$ cat config.mk
export PLATFORM = sky130hd
export DESIGN_NAME = hilo_muldiv_ctrl
export DESIGN_NICKNAME = d
export VERILOG_FILES = /design/src/rtl/hilo_pkg.sv /design/src/rtl/hilo_mul.sv /design/src/rtl/hilo_muldiv_ctrl.sv
export SDC_FILE = /design/constraint.sdc
export NUM_CORES = 2
export LEC_CHECK = 0
export BUFFER_PORTS_ARGS = -buffer_cell sky130_fd_sc_hd__buf_2
export CAP_MARGIN = 20
export CORE_MARGIN = 4
export CORE_UTILIZATION = 60
export CTS_BUF_LIST = sky130_fd_sc_hd__clkbuf_16
export DETAILED_ROUTE_END_ITERATION = 7
export PLACE_DENSITY = 0.91
export SLEW_MARGIN = 20
export SYNTH_ARGS = -nofsm -noshare
export SYNTH_HDL_FRONTEND = slang
export SYNTH_SLANG_ARGS = --single-unit
$ cat constraint.sdc
create_clock -name clk -period 23.6 [get_ports clk]
set_input_delay 5.9 -clock clk [delete_from_list [all_inputs] [get_ports clk]]
set_output_delay 5.9 -clock clk [all_outputs]
set_load 0.02 [all_outputs]
$ cat src/rtl/hilo_pkg.sv
// Shared types for the HI/LO multiply/divide unit: operation encoding and FSM state codes.
package hilo_pkg;

  typedef enum logic [3:0] {
    OP_NONE  = 4'd0,
    OP_MULT  = 4'd1,
    OP_MULTU = 4'd2,
    OP_DIV   = 4'd3,
    OP_DIVU  = 4'd4,
    OP_MTHI  = 4'd5,
    OP_MTLO  = 4'd6,
    OP_MFHI  = 4'd7,
    OP_MFLO  = 4'd8,
    OP_MADD  = 4'd9,
    OP_MADDU = 4'd10,
    OP_MSUB  = 4'd11,
    OP_MSUBU = 4'd12
  } hilo_op_t;

  typedef logic [1:0] hilo_state_t;

  localparam logic [1:0] ST_IDLE  = 2'd0;
  localparam logic [1:0] ST_ISSUE = 2'd1;
  localparam logic [1:0] ST_WAIT  = 2'd2;
  localparam logic [1:0] ST_DRAIN = 2'd3;

  function automatic logic op_is_signed_mul(input hilo_op_t op);
    return (op == OP_MULT) || (op == OP_MADD) || (op == OP_MSUB);
  endfunction

  function automatic logic op_is_acc(input hilo_op_t op);
    return (op == OP_MADD) || (op == OP_MADDU) || (op == OP_MSUB) || (op == OP_MSUBU);
  endfunction

endpackage

$ cat src/rtl/hilo_mul.sv
// Combinational 33x33 multiply with optional accumulate/subtract onto a 64-bit HI:LO value.
module hilo_mul #(
  parameter int W = 32
) (
  input  logic [W-1:0]   a,
  input  logic [W-1:0]   b,
  input  logic           is_signed,
  input  logic           acc_en,
  input  logic           acc_sub,
  input  logic [2*W-1:0] acc_in,
  output logic [2*W-1:0] result
);

  // The extra top bit turns both signed and unsigned operands into one signed multiply.
  logic [W:0] a_x;
  logic [W:0] b_x;
  logic signed [2*W-1:0] a_w;
  logic signed [2*W-1:0] b_w;
  logic signed [2*W-1:0] prod;

  assign a_x  = {is_signed & a[W-1], a};
  assign b_x  = {is_signed & b[W-1], b};
  assign a_w  = {{(W-1){a_x[W]}}, a_x};
  assign b_w  = {{(W-1){b_x[W]}}, b_x};
  assign prod = a_w * b_w;

  always_comb begin
    result = prod;
    if (acc_en) begin
      if (acc_sub) result = acc_in - prod;
      else         result = acc_in + prod;
    end
  end

endmodule

$ cat src/rtl/hilo_muldiv_ctrl.sv
// Execute-stage HI/LO unit: single-cycle multiplies, divider sequencing with pipeline stall, MT/MF moves.
// Define HILO_MADD_EN to enable MADD/MADDU/MSUB/MSUBU; otherwise those encodings behave as no-ops.
module hilo_muldiv_ctrl
  import hilo_pkg::*;
#(
  parameter int              DATA_W = 32,
  parameter logic [DATA_W-1:0] HI_RST = '0,
  parameter logic [DATA_W-1:0] LO_RST = '0
) (
  input  logic                  clk,
  input  logic                  rst,
  input  logic                  ex_valid,
  input  hilo_op_t              ex_op,
  input  logic [DATA_W-1:0]     ex_rs,
  input  logic [DATA_W-1:0]     ex_rt,
  input  logic                  ex_flush,
  output logic                  stall,
  output logic [DATA_W-1:0]     mf_data,
  output logic [DATA_W-1:0]     hi_o,
  output logic [DATA_W-1:0]     lo_o,
  output logic                  div_op,
  output logic                  div_signed,
  output logic [DATA_W-1:0]     div_dividend,
  output logic [DATA_W-1:0]     div_divisor,
  input  logic [2*DATA_W-1:0]   div_result,
  input  logic                  div_done,
  output hilo_state_t           state_dbg
);

  // Handshake: div_op is a one-cycle launch, only ever raised while div_done is high (divider idle);
  // the divider drops div_done during ISSUE and raises it again with div_result valid when finished.

  hilo_state_t            state;
  hilo_state_t            state_nxt;
  hilo_op_t               op;
  logic [DATA_W-1:0]      hi_q;
  logic [DATA_W-1:0]      lo_q;
  logic                   stall_c;
  logic                   div_launch;
  logic                   div_we;
  logic                   is_div;
  logic                   idle_acc;
  logic                   mul_we;
  logic [2*DATA_W-1:0]    mul_res;

  // Decoded op: invalid slots, unknown codes and (when disabled) accumulate ops become NONE.
  always_comb begin
    op = OP_NONE;
    if (ex_valid) begin
      case (ex_op)
        OP_MULT, OP_MULTU, OP_DIV, OP_DIVU,
        OP_MTHI, OP_MTLO, OP_MFHI, OP_MFLO: op = ex_op;
`ifdef HILO_MADD_EN
        OP_MADD, OP_MADDU, OP_MSUB, OP_MSUBU: op = ex_op;
`endif
        default: op = OP_NONE;
      endcase
    end
  end

  assign is_div   = (op == OP_DIV) || (op == OP_DIVU);
  assign idle_acc = (state == ST_IDLE) && !ex_flush;
  assign mul_we   = idle_acc && ((op == OP_MULT) || (op == OP_MULTU) || op_is_acc(op));

  always_comb begin
    state_nxt  = state;
    stall_c    = 1'b0;
    div_launch = 1'b0;
    div_we     = 1'b0;
    case (state)
      ST_IDLE: begin
        if (is_div && !ex_flush) begin
          stall_c = 1'b1;
          if (div_done) begin
            div_launch = 1'b1;
            state_nxt  = ST_ISSUE;
          end
        end
      end
      ST_ISSUE: begin
        // div_done may still be stale here, so it is not looked at.
        stall_c   = 1'b1;
        state_nxt = ex_flush ? ST_DRAIN : ST_WAIT;
      end
      ST_WAIT: begin
        if (ex_flush) begin
          stall_c   = !div_done;
          state_nxt = ST_DRAIN;
        end else if (div_done) begin
          div_we    = 1'b1;
          state_nxt = ST_IDLE;
        end else begin
          stall_c = 1'b1;
        end
      end
      ST_DRAIN: begin
        stall_c = (op != OP_NONE);
        if (div_done) state_nxt = ST_IDLE;
      end
      default: state_nxt = ST_IDLE;
    endcase
  end

  hilo_mul #(.W(DATA_W)) u_mul (
    .a         (ex_rs),
    .b         (ex_rt),
    .is_signed (op_is_signed_mul(op)),
    .acc_en    (op_is_acc(op)),
    .acc_sub   ((op == OP_MSUB) || (op == OP_MSUBU)),
    .acc_in    ({hi_q, lo_q}),
    .result    (mul_res)
  );

  always_ff @(posedge clk) begin
    if (rst) begin
      state <= ST_IDLE;
      hi_q  <= HI_RST;
      lo_q  <= LO_RST;
    end else begin
      state <= state_nxt;
      if (div_we) begin
        lo_q <= div_result[2*DATA_W-1:DATA_W];
        hi_q <= div_result[DATA_W-1:0];
      end else if (mul_we) begin
        {hi_q, lo_q} <= mul_res;
      end else if (idle_acc && (op == OP_MTHI)) begin
        hi_q <= ex_rs;
      end else if (idle_acc && (op == OP_MTLO)) begin
        lo_q <= ex_rs;
      end
    end
  end

  assign stall        = stall_c && !rst;
  assign div_op       = div_launch && !rst;
  assign div_signed   = (ex_op == OP_DIV);
  assign div_dividend = ex_rs;
  assign div_divisor  = ex_rt;
  assign mf_data      = (ex_op == OP_MFHI) ? hi_q : lo_q;
  assign hi_o         = hi_q;
  assign lo_o         = lo_q;
  assign state_dbg    = state;

endmodule

# == Word level (Yosys, flattened, before mapping) ==
# Cells that the tools add are included.
# word_totals
output_inout_bits,165
reg_bits,66
# classes
n_eq_ne,24
multipliers,1
muxes,27
n_bitwise,2
n_addsub,2
n_reduce_logical,26
# op_table
cell,count
2-to-1 mux 32 bit,8
2-to-1 mux 64 bit,2
adder 64 bit,1
multiplier 33 x 33 -> 64 bit,1
subtractor 64 bit,1
"equality test 4 x 3 -> 1 bit, second input constant",7
"equality test 4 bit, second input constant",5
"equality test 4 x 2 -> 1 bit, second input constant",4
logical OR 1 bit,9
2-to-1 mux 1 bit,9
"equality test 4 x 1 -> 1 bit, second input constant",2
2-to-1 mux 2 bit,4
2-to-1 mux 4 bit,2
one-hot mux 2 bit (4 select lines),1
OR reduction 8 bit,1
logical AND 1 bit,7
nonzero test 3 bit,2
"equality test 2 bit, second input constant",2
one-hot mux 1 bit (4 select lines),1
AND reduction 2 bit,2
nonzero test 4 bit,1
zero test 1 bit,3
"inequality test 3 bit, second input constant",1
bitwise AND 1 bit,2
4 further kinds,4

# == Depth between registers and ports, before layout ==
# depth
word_depth,14
ltp_mapped,34
ltp_nobuf,31

# == By module ==
# A second synthesis with hierarchy kept.
# unflattened
cells_unflattened,5671
area_unflattened_um2,48974.5
# modules_own_cells
module,seq_area_each_um2,cells_each,n_inst,area_per_inst_um2
hilo_mul,0.0,5103,1,44416.3
hilo_muldiv_ctrl,1321.3,568,1,4558.1

# == Worst setup path after synthesis ==
# OpenSTA, ideal clock, no wires.
# synth_path
path_type,input to register
start,input ex_op[0]
end,register hi_q[29] (netlist: hi_o[29])
t_required_ns,23.472
setup_slack_ns,9.337
setup_time_ns,0.128
arrival_time_ns,14.136
path_buffers,3
stages,29
path_cell_list,clkbuf_1 nand2_1 nor4_1 and2_1 clkbuf_1 nand2_1 inv_1 fa_1 fa_1 fa_1 fa_1 inv_1 fa_1 fa_1 fa_1 fa_1 inv_1 ha_1 clkbuf_1 a21oi_1 o21ai_0 a311oi_1 a21boi_0 o31a_1 a31o_2 a21oi_1 xnor2_1 a221oi_1 nor2_1
# synth_between
elab_chain_len,14
elab_cells_between_ends,38
# synth_lines
element,line_no,rtl
start: declaration,hilo_muldiv_ctrl.sv:13,"input hilo_op_t ex_op,"
"equality test 4 x 2 -> 1 bit, or another cell as far along",hilo_muldiv_ctrl.sv:50,case (ex_op)
OR reduction 8 bit,hilo_muldiv_ctrl.sv:50,
2-to-1 mux 4 bit *,hilo_muldiv_ctrl.sv:50,
2-to-1 mux 4 bit *,hilo_muldiv_ctrl.sv:49,if (ex_valid) begin
equality test 4 x 1 -> 1 bit / equality test 4 bit (equally long branches),"hilo_pkg.sv:28, hilo_muldiv_ctrl.sv:63, hilo_pkg.sv:32",
logical OR 1 bit (2 in a row),hilo_pkg.sv:28,return (op == OP_MULT) || (op == OP_MADD) || (op == OP_MSUB);
"bitwise AND 1 bit, on equally long branches","hilo_mul.sv:21, hilo_mul.sv:22",
multiplier 33 x 33 -> 64 bit,hilo_mul.sv:25,assign prod = a_w * b_w;
adder 64 bit / subtractor 64 bit (equally long branches),"hilo_mul.sv:31, hilo_mul.sv:30",
2-to-1 mux 64 bit,hilo_mul.sv:30,if (acc_sub) result = acc_in - prod;
2-to-1 mux 64 bit,hilo_mul.sv:29,if (acc_en) begin
2-to-1 mux 32 bit,hilo_muldiv_ctrl.sv:124,end else if (mul_we) begin
2-to-1 mux 32 bit,hilo_muldiv_ctrl.sv:121,if (div_we) begin
end signal: assignment,hilo_muldiv_ctrl.sv:123,hi_q <= div_result[DATA_W-1:0];
end signal: assignment,hilo_muldiv_ctrl.sv:125,"{hi_q, lo_q} <= mul_res;"
end signal: assignment,hilo_muldiv_ctrl.sv:127,hi_q <= ex_rs;
end: declaration,hilo_muldiv_ctrl.sv:36,logic [DATA_W-1:0] hi_q;
# Mark *: on every way between the ends. The rest lies on a longest branch, timed or not.
# A chain may end at the register's enable or synchronous reset.

# == Worst setup path after layout ==
# layout_path
start,input ex_op[2]
end,register hi_q[30] (netlist: hi_o[30])
# The elaborated chain is that of the path after synthesis.

==> impl_metrics.env <==
export IMPL_hold_class="reg -> reg"
export IMPL_synthMuxAreaShare_pct=0.9625
export IMPL_clock_latency_ns=0.34
export IMPL_skew_ns=0.009949
export IMPL_drv_slew=0
export IMPL_wl_mm=125.6
export IMPL_syn_area_um2=42770
export IMPL_cts_sinks=66
export IMPL_antenna_left=0
export IMPL_synth_top_area_share_pct=52.66
export IMPL_post_cts_resized=0
export IMPL_fillers=5411
export IMPL_outcome="complete, no violations"
export IMPL_area_growth_pct=3.791
export IMPL_synth_warnings=0
export IMPL_synth_compound_area_share_pct=6.620
export IMPL_synth_xor_area_share_pct=1.325
export IMPL_synth_flop_cell="dfxtp_1"
export IMPL_postCtsSetupBuffers=0
export IMPL_ctsHtreeMaxLevel=3
export IMPL_async_flop_share_pct=0
export IMPL_yosysUniqueCellTypes=86
export IMPL_yosysSeqAreaShare_pct=3.089
export IMPL_period_share_pct=63.30
export IMPL_row_count=97
export IMPL_maxSlewHeadroom_pct=25.02
export IMPL_cap_violations=0
export IMPL_grt_use_total_pct=34.04
export IMPL_dieArea_um2=75620
export IMPL_ios=302
export IMPL_hpwl_mm=101.9
export IMPL_required_ns=23.80
export IMPL_first_global_vias=38880
export IMPL_antenna_found_initial=5
export IMPL_grt_first_pass_wirelength_mm=202.7
export IMPL_avgViaCountPerCell=5.984
export IMPL_port_buffers=301
export IMPL_whs_path_depth=2
export IMPL_hold_violations=0
export IMPL_hold_buffers=0
export IMPL_synthAdderAreaFrac_pct=58.86
export IMPL_initial_core_util_pct=60.76
export IMPL_ys_seq_elements=66
export IMPL_syn_nets=6335
export IMPL_die_w_um=275.0
export IMPL_critPathLaunchType="input pin"
export IMPL_yosys_area_top_type="fa_1"
export IMPL_drt_iter0_drc=3397
export IMPL_synth_edff_count=0
export IMPL_worstSetupEndpointType="flip-flop"
export IMPL_period_minus_slack_ns=14.94
export IMPL_path_clk_slew_ns=0.06
export IMPL_grt_start_max_net_pins=72
export IMPL_syn_avg_cell_area_um2=8.799
export IMPL_fmax_mhz=66.94
export IMPL_nets=6313
export IMPL_synth_area_leaders="fa_1, inv_1, nand2_1"
export IMPL_die_h_um=275.0
export IMPL_cts_tree="done"
export IMPL_vias=34640
export IMPL_gp_congestion=0.9634
export IMPL_wire_per_inst_um=21.70
export IMPL_critical_path_class="in -> reg"
export IMPL_cts_made_buffers=9
export IMPL_yosysMostFrequentCell="fa_1"
export IMPL_yosys_top_cells_count="fa_1, inv_1, nand2_1, and2_1, clkbuf_1"
export IMPL_synth_top_family_by_area="adder cells"
export IMPL_tightest_slew_ns=1.125
export IMPL_rsz0062_at_grt="false"
export IMPL_post_route_drc_count=0
export IMPL_tns_ns=0
export IMPL_finalSetupViolations=0
export IMPL_netlist_instances=4861
export IMPL_clockRootBuffer="clkbuf_16"
export IMPL_cts_max_path_buffers=2
export IMPL_worst_path_max_fanout=23
export IMPL_drive_gt1_share_pct=9.001
export IMPL_r2r_slack_ns=20.76
export IMPL_drt_pass1_iterations=8
export IMPL_reg2reg_depth=7
export IMPL_coreArea_um2=70390
export IMPL_arrival_ns=15.14
export IMPL_synth_simple_area_share_pct=15.74
export IMPL_grt_overflow=0
==> through the flow <==
stage / hold WS [ns] / instance area [µm²] / setup WS, ns / utilization (%) / instances
global placement: 0.4584 / 44090 / 8.661 / 62.63 / 5768
floorplan: 0.5393 / 42770 / 9.337 / - / 4861
CTS: 0.4736 / 44380 / 8.798 / 63.04 / 5784
detailed placement: 0.4682 / 44090 / 8.502 / 62.63 / 5768
global route: 0.5018 / 44380 / 8.178 / 63.05 / 5786
finish: 0.4824 / 44390 / 8.661 / 63.06 / 5789
==> cell type report <==
type,count,area (µm²),area share (%)
clock inverter,7,61.31,0.1381
multi-input combinational,3341,35750,80.53
timing repair buffer,337,1777,4.002
tap,940,1176,2.649
antenna,5,12.51,0.02819
clock buffer,9,225.2,0.5073
inverter,1084,4069,9.166
sequential,66,1321,2.976
==> logic make-up (layout without fill, tap and decap cells) <==
family / after synthesis / in the layout
simple gates: 1495 / 1495
buf+inv: 1454 / 1437
other cells: 0 / 5
fa+ha+maj: 1337 / 1337
xor+xnor: 63 / 63
mux: 37 / 37
compound gates: 409 / 409
flops: 66 / 66
==> cell usage in the layout, fill, tap and decap left out, types with 10 or more instances in the layout <==
| master | Yosys | final |
|---|---|---|
| nand4_1 | 22 | 22 |
| nand3_1 | 14 | 14 |
| xor2_1 | 26 | 26 |
| a221oi_1 | 10 | 10 |
| xnor2_1 | 35 | 35 |
| nor2_1 | 174 | 172 |
| inv_1 | 1084 | 1085 |
| nand2_1 | 868 | 868 |
| mux2_2 | 33 | 33 |
| o21a_1 | 11 | 11 |
| o211ai_1 | 28 | 28 |
| buf_4 | 66 | 36 |
| o21ai_0 | 47 | 47 |
| a21o_1 | 27 | 27 |
| nor3_1 | 38 | 36 |
| buf_2 | 17 | 301 |
| a311oi_1 | 18 | 18 |
| ha_1 | 212 | 212 |
| dfxtp_1 | 66 | 66 |
| a211oi_1 | 40 | 40 |
| a21oi_1 | 131 | 131 |
| or2_2 | 18 | 18 |
| and2_1 | 290 | 290 |
| fa_1 | 1125 | 1124 |
| and3_1 | 30 | 30 |
| a22o_1 | 11 | 11 |
==> critical path: stages <==
cell	delay, ns
buf_2	0.15
nor4_2	0.28
buf_4	0.32
and2_1	0.54
nand2_1	0.18
inv_1	0.18
fa_1	0.49
fa_1	0.63
fa_2	0.54
inv_1	0.39
fa_1	0.52
fa_1	0.51
fa_1	0.56
fa_1	0.44
fa_1	0.50
inv_1	0.04
ha_1	0.51
nand2_1	0.17
a21oi_1	0.16
a21oi_1	0.09
nor4_1	0.43
o32ai_1	0.23
o31ai_1	0.62
a311oi_1	0.23
xnor2_1	0.19
a21oi_1	0.08
a21oi_1	0.15
nor2_1	0.05
==> per-layer routing <==
metal  global-route usage (%)  part of all wire (%)  vias to the layer above
met4                    20.63                   7.5                        0
met1                    40.81                    33                    17310
li1                         -                     -                    14190
met2                    56.95                    48                     2408
met5                        0                     0                        -
met3                    6.916                    11                      732
==> registers in the layout (all words and copies together), names as in the netlist <==
signal     cells
state_dbg      2
hi_o          32
lo_o          32
==> final timing paths <==
check	from	end
max	ex_op[2]	hi_o[30]$_SDFFE_PP0P_
min	hi_o[2]$_SDFFE_PP0P_	hi_o[2]$_SDFFE_PP0P_
max reg2reg	state_dbg[0]$_SDFFE_PP0P_	lo_o[16]$_SDFFE_PP0P_
min reg2reg	hi_o[2]$_SDFFE_PP0P_	hi_o[2]$_SDFFE_PP0P_
Power is not shown: default switching activity piles up to over one toggle a cycle in this logic, so the estimate is an artifact.
